[config.mk]
export PLATFORM = sky130hd
export DESIGN_NAME = i2c_target_rx_flat
export DESIGN_NICKNAME = d
export VERILOG_FILES = /design/src/rtl/i2c_target_rx_pkg.sv /design/src/rtl/i2c_target_rx_if.sv /design/src/rtl/i2c_line_sync.sv /design/src/rtl/i2c_target_rx.sv /design/src/flat_wrapper.sv
export SDC_FILE = /design/constraint.sdc
export NUM_CORES = 1
export LEC_CHECK = 0
export CORE_UTILIZATION = 42
export CTS_CLUSTER_DIAMETER = 200
export DETAILED_ROUTE_END_ITERATION = 10
export PLACE_DENSITY_LB_ADDON = 0.08
export SLEW_MARGIN = 15
export SYNTH_ARGS = -nofsm -noshare
export SYNTH_HDL_FRONTEND = slang
export SYNTH_SLANG_ARGS = --single-unit
export TNS_END_PERCENT = 50
[constraint.sdc]
create_clock -name clk -period 2 [get_ports clk]
set_input_delay 0.6 -clock clk [delete_from_list [all_inputs] [get_ports clk]]
set_output_delay 0.6 -clock clk [all_outputs]
set_load 0.01 [all_outputs]
[src/rtl/i2c_target_rx_pkg.sv]
// Shared definitions for the write-only I2C target: FSM states, bit positions
// and bus levels.
package i2c_target_rx_pkg;

    typedef enum logic [2:0] {
        ST_IDLE,
        ST_ADDR,
        ST_ACK1,
        ST_DATA1,
        ST_ACK2,
        ST_DATA2,
        ST_ACK3,
        ST_WAIT_STOP
    } rx_state_t;

    localparam int   RW_BIT     = 0;
    localparam logic ACK_LEVEL  = 1'b0;
    localparam logic NACK_LEVEL = 1'b1;

    // Open-drain pad: presenting a low level means enabling the pull-down.
    function automatic logic oe_for_level(input logic level);
        return level == ACK_LEVEL;
    endfunction

    // True while an address-matched frame is open but its word is not yet complete.
    function automatic logic mid_frame(input rx_state_t s);
        return (s == ST_ACK1) || (s == ST_DATA1) || (s == ST_ACK2) || (s == ST_DATA2);
    endfunction

endpackage

[src/rtl/i2c_target_rx_if.sv]
// Bus and word-output bundle between the I2C target and whatever drives SCL/SDA.
interface i2c_target_rx_if;
    logic        i2c_sclk;
    logic        i2c_sdat_in;
    logic        sdat_oe;
    logic [15:0] data_out;
    logic        data_valid;
    logic        busy;
    logic        frame_err;

    modport master (
        output i2c_sclk, i2c_sdat_in,
        input  sdat_oe, data_out, data_valid, busy, frame_err
    );

    modport slave (
        input  i2c_sclk, i2c_sdat_in,
        output sdat_oe, data_out, data_valid, busy, frame_err
    );
endinterface

[src/rtl/i2c_line_sync.sv]
// Two-flop synchronizer for one I2C line with registered rise/fall strobes.
// Optional stability filter enabled by I2C_RX_GLITCH_FILTER_EN.
module i2c_line_sync #(
    parameter int FILTER_LEN = 3
) (
    input  logic clk,
    input  logic reset_n,
    input  logic line_in,
    output logic level,
    output logic rise,
    output logic fall
);

    logic [1:0] sync_q;
    logic       clean;
    logic       prev_q;

    // Idle bus is high, so reset to 1 to avoid a false edge after reset.
    always_ff @(posedge clk or negedge reset_n) begin
        if (!reset_n) begin
            sync_q <= 2'b11;
        end else begin
            sync_q <= {sync_q[0], line_in};
        end
    end

`ifdef I2C_RX_GLITCH_FILTER_EN
    localparam int CW = $clog2(FILTER_LEN + 1);
    logic [CW-1:0] cnt_q;
    logic          filt_q;

    // Output follows the input only after FILTER_LEN consecutive differing samples.
    always_ff @(posedge clk or negedge reset_n) begin
        if (!reset_n) begin
            filt_q <= 1'b1;
            cnt_q  <= '0;
        end else if (sync_q[1] != filt_q) begin
            if (cnt_q == CW'(FILTER_LEN - 1)) begin
                filt_q <= sync_q[1];
                cnt_q  <= '0;
            end else begin
                cnt_q <= cnt_q + 1'b1;
            end
        end else begin
            cnt_q <= '0;
        end
    end

    assign clean = filt_q;
`else
    logic filter_len_unused;
    assign filter_len_unused = (FILTER_LEN > 0);
    assign clean = sync_q[1];
`endif

    always_ff @(posedge clk or negedge reset_n) begin
        if (!reset_n) begin
            prev_q <= 1'b1;
            rise   <= 1'b0;
            fall   <= 1'b0;
        end else begin
            prev_q <= clean;
            rise   <= clean & ~prev_q;
            fall   <= ~clean & prev_q;
        end
    end

    assign level = prev_q;

endmodule

[src/rtl/i2c_target_rx.sv]
// Write-only I2C target receiving {addr+W, byte1, byte2} frames as a 16-bit word.
// Build option I2C_RX_GLITCH_FILTER_EN adds a stability filter on SCL and SDA.
module i2c_target_rx
    import i2c_target_rx_pkg::*;
#(
    parameter logic [6:0] DEV_ADDR   = 7'h1A,
    parameter int         FILTER_LEN = 3
) (
    input  logic clk,
    input  logic reset_n,
    i2c_target_rx_if.slave bus
);

    logic scl_high, scl_rise, scl_fall;
    logic sda_level, sda_rise, sda_fall;
    logic start_det, stop_det;

    i2c_line_sync #(.FILTER_LEN(FILTER_LEN)) u_scl_sync (
        .clk     (clk),
        .reset_n (reset_n),
        .line_in (bus.i2c_sclk),
        .level   (scl_high),
        .rise    (scl_rise),
        .fall    (scl_fall)
    );

    i2c_line_sync #(.FILTER_LEN(FILTER_LEN)) u_sda_sync (
        .clk     (clk),
        .reset_n (reset_n),
        .line_in (bus.i2c_sdat_in),
        .level   (sda_level),
        .rise    (sda_rise),
        .fall    (sda_fall)
    );

    assign start_det = sda_fall & scl_high;
    assign stop_det  = sda_rise & scl_high;

    rx_state_t   state_q;
    logic [7:0]  shift_q;
    logic [2:0]  bit_cnt_q;
    logic        byte_full_q;
    logic [7:0]  byte1_q;
    logic        sdat_oe_q;
    logic [15:0] data_out_q;
    logic        data_valid_q;
    logic        busy_q;
    logic        frame_err_q;

    // START/STOP are checked before any SCL edge so bus conditions always win.
    always_ff @(posedge clk or negedge reset_n) begin
        if (!reset_n) begin
            state_q      <= ST_IDLE;
            shift_q      <= '0;
            bit_cnt_q    <= '0;
            byte_full_q  <= 1'b0;
            byte1_q      <= '0;
            sdat_oe_q    <= 1'b0;
            data_out_q   <= '0;
            data_valid_q <= 1'b0;
            busy_q       <= 1'b0;
            frame_err_q  <= 1'b0;
        end else begin
            data_valid_q <= 1'b0;
            frame_err_q  <= 1'b0;
            if (start_det || stop_det) begin
                state_q     <= start_det ? ST_ADDR : ST_IDLE;
                bit_cnt_q   <= '0;
                byte_full_q <= 1'b0;
                sdat_oe_q   <= oe_for_level(NACK_LEVEL);
                busy_q      <= 1'b0;
                frame_err_q <= mid_frame(state_q);
            end else begin
                case (state_q)
                    ST_IDLE, ST_WAIT_STOP: begin
                        sdat_oe_q <= oe_for_level(NACK_LEVEL);
                    end
                    ST_ADDR, ST_DATA1, ST_DATA2: begin
                        if (scl_rise && !byte_full_q) begin
                            shift_q   <= {shift_q[6:0], sda_level};
                            bit_cnt_q <= bit_cnt_q + 3'd1;
                            if (bit_cnt_q == 3'd7) begin
                                byte_full_q <= 1'b1;
                            end
                        end else if (scl_fall && byte_full_q) begin
                            byte_full_q <= 1'b0;
                            bit_cnt_q   <= '0;
                            case (state_q)
                                ST_ADDR: begin
                                    if (shift_q[7:1] == DEV_ADDR && shift_q[RW_BIT] == 1'b0) begin
                                        state_q   <= ST_ACK1;
                                        sdat_oe_q <= oe_for_level(ACK_LEVEL);
                                        busy_q    <= 1'b1;
                                    end else begin
                                        state_q <= ST_WAIT_STOP;
                                    end
                                end
                                ST_DATA1: begin
                                    byte1_q   <= shift_q;
                                    state_q   <= ST_ACK2;
                                    sdat_oe_q <= oe_for_level(ACK_LEVEL);
                                end
                                default: begin
                                    data_out_q   <= {byte1_q, shift_q};
                                    data_valid_q <= 1'b1;
                                    state_q      <= ST_ACK3;
                                    sdat_oe_q    <= oe_for_level(ACK_LEVEL);
                                end
                            endcase
                        end
                    end
                    ST_ACK1, ST_ACK2, ST_ACK3: begin
                        if (scl_fall) begin
                            sdat_oe_q <= oe_for_level(NACK_LEVEL);
                            case (state_q)
                                ST_ACK1: state_q <= ST_DATA1;
                                ST_ACK2: state_q <= ST_DATA2;
                                default: state_q <= ST_WAIT_STOP;
                            endcase
                        end
                    end
                    default: begin
                        state_q   <= ST_IDLE;
                        sdat_oe_q <= 1'b0;
                    end
                endcase
            end
        end
    end

    assign bus.sdat_oe    = sdat_oe_q;
    assign bus.data_out   = data_out_q;
    assign bus.data_valid = data_valid_q;
    assign bus.busy       = busy_q;
    assign bus.frame_err  = frame_err_q;

endmodule

[src/flat_wrapper.sv]
// flat-port wrapper written by rule: the top's interface ports become plain ports
module i2c_target_rx_flat import i2c_target_rx_pkg::*;
#(
    parameter logic [6:0] DEV_ADDR   = 7'h1A,
    parameter int         FILTER_LEN = 3
)
  (clk, reset_n, bus_i2c_sclk, bus_i2c_sdat_in, bus_sdat_oe, bus_data_out, bus_data_valid, bus_busy, bus_frame_err);
  i2c_target_rx_if bus_i ();
  input  logic clk;
  input  logic reset_n;
  input wire logic [$bits(bus_i.i2c_sclk)-1:0] bus_i2c_sclk;
  input wire logic [$bits(bus_i.i2c_sdat_in)-1:0] bus_i2c_sdat_in;
  output wire logic [$bits(bus_i.sdat_oe)-1:0] bus_sdat_oe;
  output wire logic [$bits(bus_i.data_out)-1:0] bus_data_out;
  output wire logic [$bits(bus_i.data_valid)-1:0] bus_data_valid;
  output wire logic [$bits(bus_i.busy)-1:0] bus_busy;
  output wire logic [$bits(bus_i.frame_err)-1:0] bus_frame_err;
  assign bus_i.i2c_sclk = bus_i2c_sclk;
  assign bus_i.i2c_sdat_in = bus_i2c_sdat_in;
  assign bus_sdat_oe = bus_i.sdat_oe;
  assign bus_data_out = bus_i.data_out;
  assign bus_data_valid = bus_i.data_valid;
  assign bus_busy = bus_i.busy;
  assign bus_frame_err = bus_i.frame_err;
  i2c_target_rx #(.DEV_ADDR(DEV_ADDR), .FILTER_LEN(FILTER_LEN)) u_core (.clk(clk), .reset_n(reset_n), .bus(bus_i));
endmodule
Yosys cells after proc, flatten, opt, wreduce, memory -nomap -nowiden

Index checks and enable logic that the tools add are counted.

Add/subtract/negate cells: 1
Eq/ne operators: 15
Muxes and demuxes: 36
Bitwise gates (word level): 14
Reduce and logical (&&, ||, !) cells: 27

Operators with widths:

| kind                | count |
|---|---|
| $mux 3              | 9 |
| $mux 1              | 23 |
| $pmux 3 s2          | 3 |
| $eq 3x3->1 const B  | 5 |
| $reduce_and 5->1    | 3 |
| $ne 3x2->1 const B  | 3 |
| $not 1->1           | 8 |
| $reduce_and 4->1    | 2 |
| $reduce_bool 2->1   | 4 |
| $eq 7x5->1 const B  | 1 |
| $and 1x1->1         | 6 |
| $eq 3x2->1 const B  | 2 |
| $reduce_and 3->1    | 2 |
| $reduce_bool 3->1   | 2 |
| $reduce_or 3->1     | 2 |
| $logic_or 1x1->1    | 4 |
| $ne 4x2->1 const B  | 1 |
| $reduce_or 2->1     | 2 |
| $add 3x1->3 const B | 1 |
| $eq 3x1->1 const B  | 1 |
| $logic_and 1x1->1   | 3 |
| $logic_not 3->1     | 1 |
| $ne 3x1->1 const B  | 1 |
| $pmux 1 s3          | 1 |
| 3 further kinds     | 3 |

Register bits after elaboration: 53
Bits of input ports: 4
Output and inout bits: 20
Word-level logic and storage cells: 111

Logic depth before layout (Yosys ltp)

Depth in word-level cells: 8
Mapped depth: 6

Modules after synthesis

A second synthesis with hierarchy kept.

Cells, all modules: 143
Area total of the unflattened synthesis: 2,149.6 um^2

Modules (own cells, without submodules):

| module        | instances | cells each | area each (um^2) |
|---|---|---|---|
| i2c_target_rx | 1         | 129        | 1,861.8 |
| i2c_line_sync | 2         | 7          | 143.9 |

Worst setup path after synthesis

Ideal clock, no wire load.

Path type: reg-to-reg
Start: register u_core.u_sda_sync.rise
End: register u_core.data_out_q[0] (netlist: u_core.bus.data_out[0])
Library setup time: 0.127 ns
Arrival: 1.441 ns
Setup slack: 0.432 ns
Stages on the path, launching flop included: 7
Path buffers: 2
Clock period less this slack: 1.568 ns
Cells stage by stage: dfrtp_1 o21ai_1 buf_4 nand2_1 nor2_4 buf_6 mux2_1

Word-level cells in the longest chain between the ends: 4

RTL lines:

| item                              | line                 | source |
|---|---|---|
| from (decl)                       | i2c_line_sync.sv:10  | `output logic rise,` |
| from (signal assigned)            | i2c_line_sync.sv:63  | `rise <= clean & ~prev_q;` |
| $and 1x1->1                       | i2c_target_rx.sv:37  | `assign stop_det = sda_rise & scl_high;` |
| $logic_or 1x1->1                  | i2c_target_rx.sv:66  | `if (start_det \|\| stop_det) begin` |
| $not 1->1 (no source line)        | -                    |  |
| $reduce_and 5->1 (no source line) | -                    |  |
| to (signal assigned)              | i2c_target_rx.sv:104 | `data_out_q <= {byte1_q, shift_q};` |
| to (decl)                         | i2c_target_rx.sv:45  | `logic [15:0] data_out_q;` |

No other way between the ends.
A chain may end at the register's enable or synchronous reset.

Worst setup path after layout

Start: register u_core.data_out_q[13] (netlist: u_core.bus.data_out[13])
End: output port bus_data_out[13]

RTL lines:

| item      | line               | source |
|---|---|---|
| to (decl) | flat_wrapper.sv:14 | `output wire logic [$bits(bus_i.data_out)-1:0] bus_data_out;` |

No word-level cell between the ends.

==> impl_metrics.yaml <==
run_status:
  status: "completed"
pwr:
  switchingPower_uw: 408.5
  power_mw: 1.840
  clkPwrFrac_pct: 33.3
  ir_worst_vdd_mv: 0.4162
  internal_power_mw: 1.432
  leakagePower_nw: 1.182
  switching_share_pct: 22.19
  pwr-share-comb_pct: 4.6
  powerDensity_nw_per_um2: 725.3
  power_frac_seq_pct: 62.1
yosys:
  syn_nets: 149
  synth_top_area_cell: "dfrtp_1"
  synthMuxAreaShare_pct: 19.86
  postSynthAreaPerCell_um2: 14.85
  synthXorXnorAreaFrac_pct: 0
  yosys-top-cells-count: "47 x dfrtp_1, 20 x mux2_2, 9 x mux2_1"
  ys_top_cells_by_area: "dfrtp_1 55%, mux2_2 11%, dfstp_2 7.4%, mux2_1 4.8%, mux2_4 3.5%"
  netlist_area_um2: 2123
  synth-simple-area-share_pct: 8.191
  yosys.area.top_type_share_pct: 55.39
  ys_seq_elements: 53
  yosysUniqueCellTypes: 36
  synthAdderAreaFrac_pct: 1.179
  synth_most_common_cell: "dfrtp_1"
  synth_ff_type: "dfrtp_1"
  synth_cells: 143
  synth_top_family_by_area: "multiplexers"
  yosys_warnings: 0
  synth_compound_area_share_pct: 5.775
  ys_seq_area_share_pct: 62.82
  async_reset_ff_share_pct: 100.0
  synth-edff-count: 0
timing:
  max_clock_freq_mhz: 558.2
  slew_headroom_pct: 68.29
  finClkSkew_ns: 0.006236
  layout_setup_ws_ns: 0.2084
  setup_tns_ns: 0
  setup_viol: 0
  drv_slew: 0
  period_needed_ns: 1.792
  rsz0062_at_grt: "no"
  fin_crit_sh_pct: 89.58
  worstMarginPinSlew_ns: 0.4731
  hold_viol_final: 0
final_layout:
  layout.nets: 177
  area_growth_pct: 19.50
  fin_util_pct: 53.02
  nFillCells: 424
  layout-drive-gt1-share_pct: 27.91
  diodes: 0
  fin_cells: 239
  multiInputGateArea_um2: 743.2
  seq_area_um2: 1334
cts:
  post_cts_buffers: 0
  cts_tree: "built"
  cts-resized-gates: 0
  cts_made_buffers: 5
  path_clk_slew_ns: 0.09
  ctsLongestPathBuffers: 2
  postCtsHoldBufs: 0
  cts.htree.levels: 2
  root_buffer: "clkbuf_8"
  cts_sinks: 53
  insertion_delay_ns: 0.30
global_route:
  gr-usage-all-layers_pct: 13.64
  antenna_found_initial: 0
  first_global_vias: 1154
  grt_pass1_wl_um: 5520
  grt_max_degree: 54
  overflow: 0
floorplanning:
  start_util_pct: 44.37
  die_w_um: 73.10
  die_area_um2: 5344
  dieHeight_um: 73.10
  io_pins: 24
  rows: 25
  core-area_um2: 4786
critical_path:
  cp-end-kind: "primary output"
  crit_required_ns: 1.40
  critPathMaxFanout: 2
  crit_chain: "clkdlybuf4s50_1"
  cp-start-kind: "register"
  cp_num_buf_inv: 1
  slowest_stage: "clkdlybuf4s50_1"
  crit_path_max_incr_delay_ns: 0.53
  cp_top_family: "buffers and inverters"
  crit_type: "reg2out"
  worstPathArrival_ns: 1.19
placement:
  dp_hpwl_um: 2145
  place.gp.congestion: 0.7970
  placed_cells_incl_taps: 231
  pre_cts_slack_ns: 0.3708
  io_buffers: 23
drt:
  dr.pass1.iters: 4
  drc: 0
  wl_per_cell_um: 12.89
  avgViaCountPerCell: 4.992
  via_count: 1193
  drt_iter0_drc: 51
  routed_wl_um: 3081
  antenna_left: 0
job:
  max_cap_violations: 0
min_path:
  hp-class: "in2async"
-- final timing paths --
kind,depth (start not counted),to,start,slack (ns)
worst max-delay path,1,bus_data_out[13],u_core.bus.data_out[13],0.21
worst min-delay path,2,u_core.byte1_q[7],reset_n,0.28
worst max register to register,4,u_core.shift_q[7],u_core.state_q[1],0.37
worst min register to register,0,u_core.u_sda_sync.sync_q[1],u_core.u_sda_sync.sync_q[0],0.36
max in group asynchronous,2,u_core.u_sda_sync.sync_q[0],reset_n,1.44
min in group clk,0,u_core.u_sda_sync.sync_q[1],u_core.u_sda_sync.sync_q[0],0.36
-- cells by family (layout without fill, tap and decap cells) --
| family | count (synthesis) | in the layout |
|---|---|---|
| AO/OA/AOI/OAI | 17 | 17 |
| adder cells (fa/ha/maj) | 2 | 2 |
| buffers and inverters | 6 | 35 |
| flip-flops | 53 | 53 |
| multiplexers | 36 | 36 |
| AND/OR/NAND/NOR | 29 | 29 |
-- power groups by stage --
stage | Clock (mW) | Combinational, mW | Sequential (mW)
2_1_floorplan | 0 | 0.0570 | 1.15
3_3_place_gp | 0 | 0.0852 | 1.17
6_report | 0.613 | 0.0845 | 1.14
5_1_grt | 0.683 | 0.0966 | 1.15
4_1_cts | 0.641 | 0.0876 | 1.14
3_5_place_dp | 0 | 0.0872 | 1.17
-- layout by cell type, fill, tap and decap left out --
| cell type | instances |
|---|---|
| nor3b_1 | 1 |
| nor2_4 | 1 |
| nand2_1 | 5 |
| buf_12 | 2 |
| nor4bb_1 | 1 |
| a21boi_0 | 1 |
| clkinv_2 | 1 |
| o21ai_1 | 1 |
| a32oi_1 | 1 |
| buf_4 | 2 |
| ha_1 | 2 |
| and3_1 | 1 |
| nand2_2 | 1 |
| nor4b_1 | 1 |
| a21oi_1 | 2 |
| o21ai_0 | 2 |
| nor4_1 | 1 |
| a211oi_1 | 1 |
| a21o_1 | 1 |
| mux2_2 | 20 |
| nor3_2 | 1 |
| clkdlybuf4s50_1 | 22 |
| nand2b_1 | 3 |
| a211o_1 | 1 |
| o21a_1 | 4 |
| nor2_2 | 1 |
| buf_2 | 1 |
| mux2_1 | 9 |
| nor2b_1 | 4 |
| mux2i_1 | 2 |
| nand3_1 | 3 |
| mux2_4 | 5 |
| clkbuf_8 | 6 |
| a22o_1 | 2 |
| dfrtp_1 | 47 |
| dfstp_2 | 6 |
| or3_1 | 2 |
| nor2_1 | 3 |
| clkinv_4 | 1 |
| a32o_1 | 1 |
-- layer usage --
metal  vias up  GRT usage [%]  routed length, um
met5         -              0                  0
met4         0          4.575                 25
met3         2          4.144                154
met2        24          19.65               1382
met1       601          19.57               1518
li1        566              -                  -
-- area by class of cell --
cell class / count / area share (%)
multi-input combinational: 84 / 29.29
sequential: 53 / 52.56
clock inverter: 2 / 0.5424
timing repair buffer: 27 / 11.05
clock buffer: 6 / 3.254
tap: 67 / 3.304
-- state kept, by name (all words and copies together) (netlist names) --
register and flops:
u_core.bus.data_out 16, u_core.byte1_q 8, u_core.shift_q 8, u_core.bit_cnt_q 3
u_core.state_q 3, u_core.u_scl_sync.sync_q 2, u_core.u_sda_sync.sync_q 2, u_core.bus.busy 1
u_core.bus.data_valid 1, u_core.bus.frame_err 1, u_core.bus.sdat_oe 1, u_core.byte_full_q 1
u_core.u_scl_sync.fall 1, u_core.u_scl_sync.level 1, u_core.u_scl_sync.rise 1, u_core.u_sda_sync.fall 1
u_core.u_sda_sync.level 1, u_core.u_sda_sync.rise 1
-- through the flow --
step | hold WS [ns] | instance area [um2]
after floorplan | 0.3044 | 2123
after global placement | 0.3454 | 2441
after detailed placement | 0.3476 | 2441
after CTS | 0.2901 | 2537
after global routing | 0.2981 | 2537
final | 0.2817 | 2537
No activity file was read; power rests on OpenSTA's default activity.
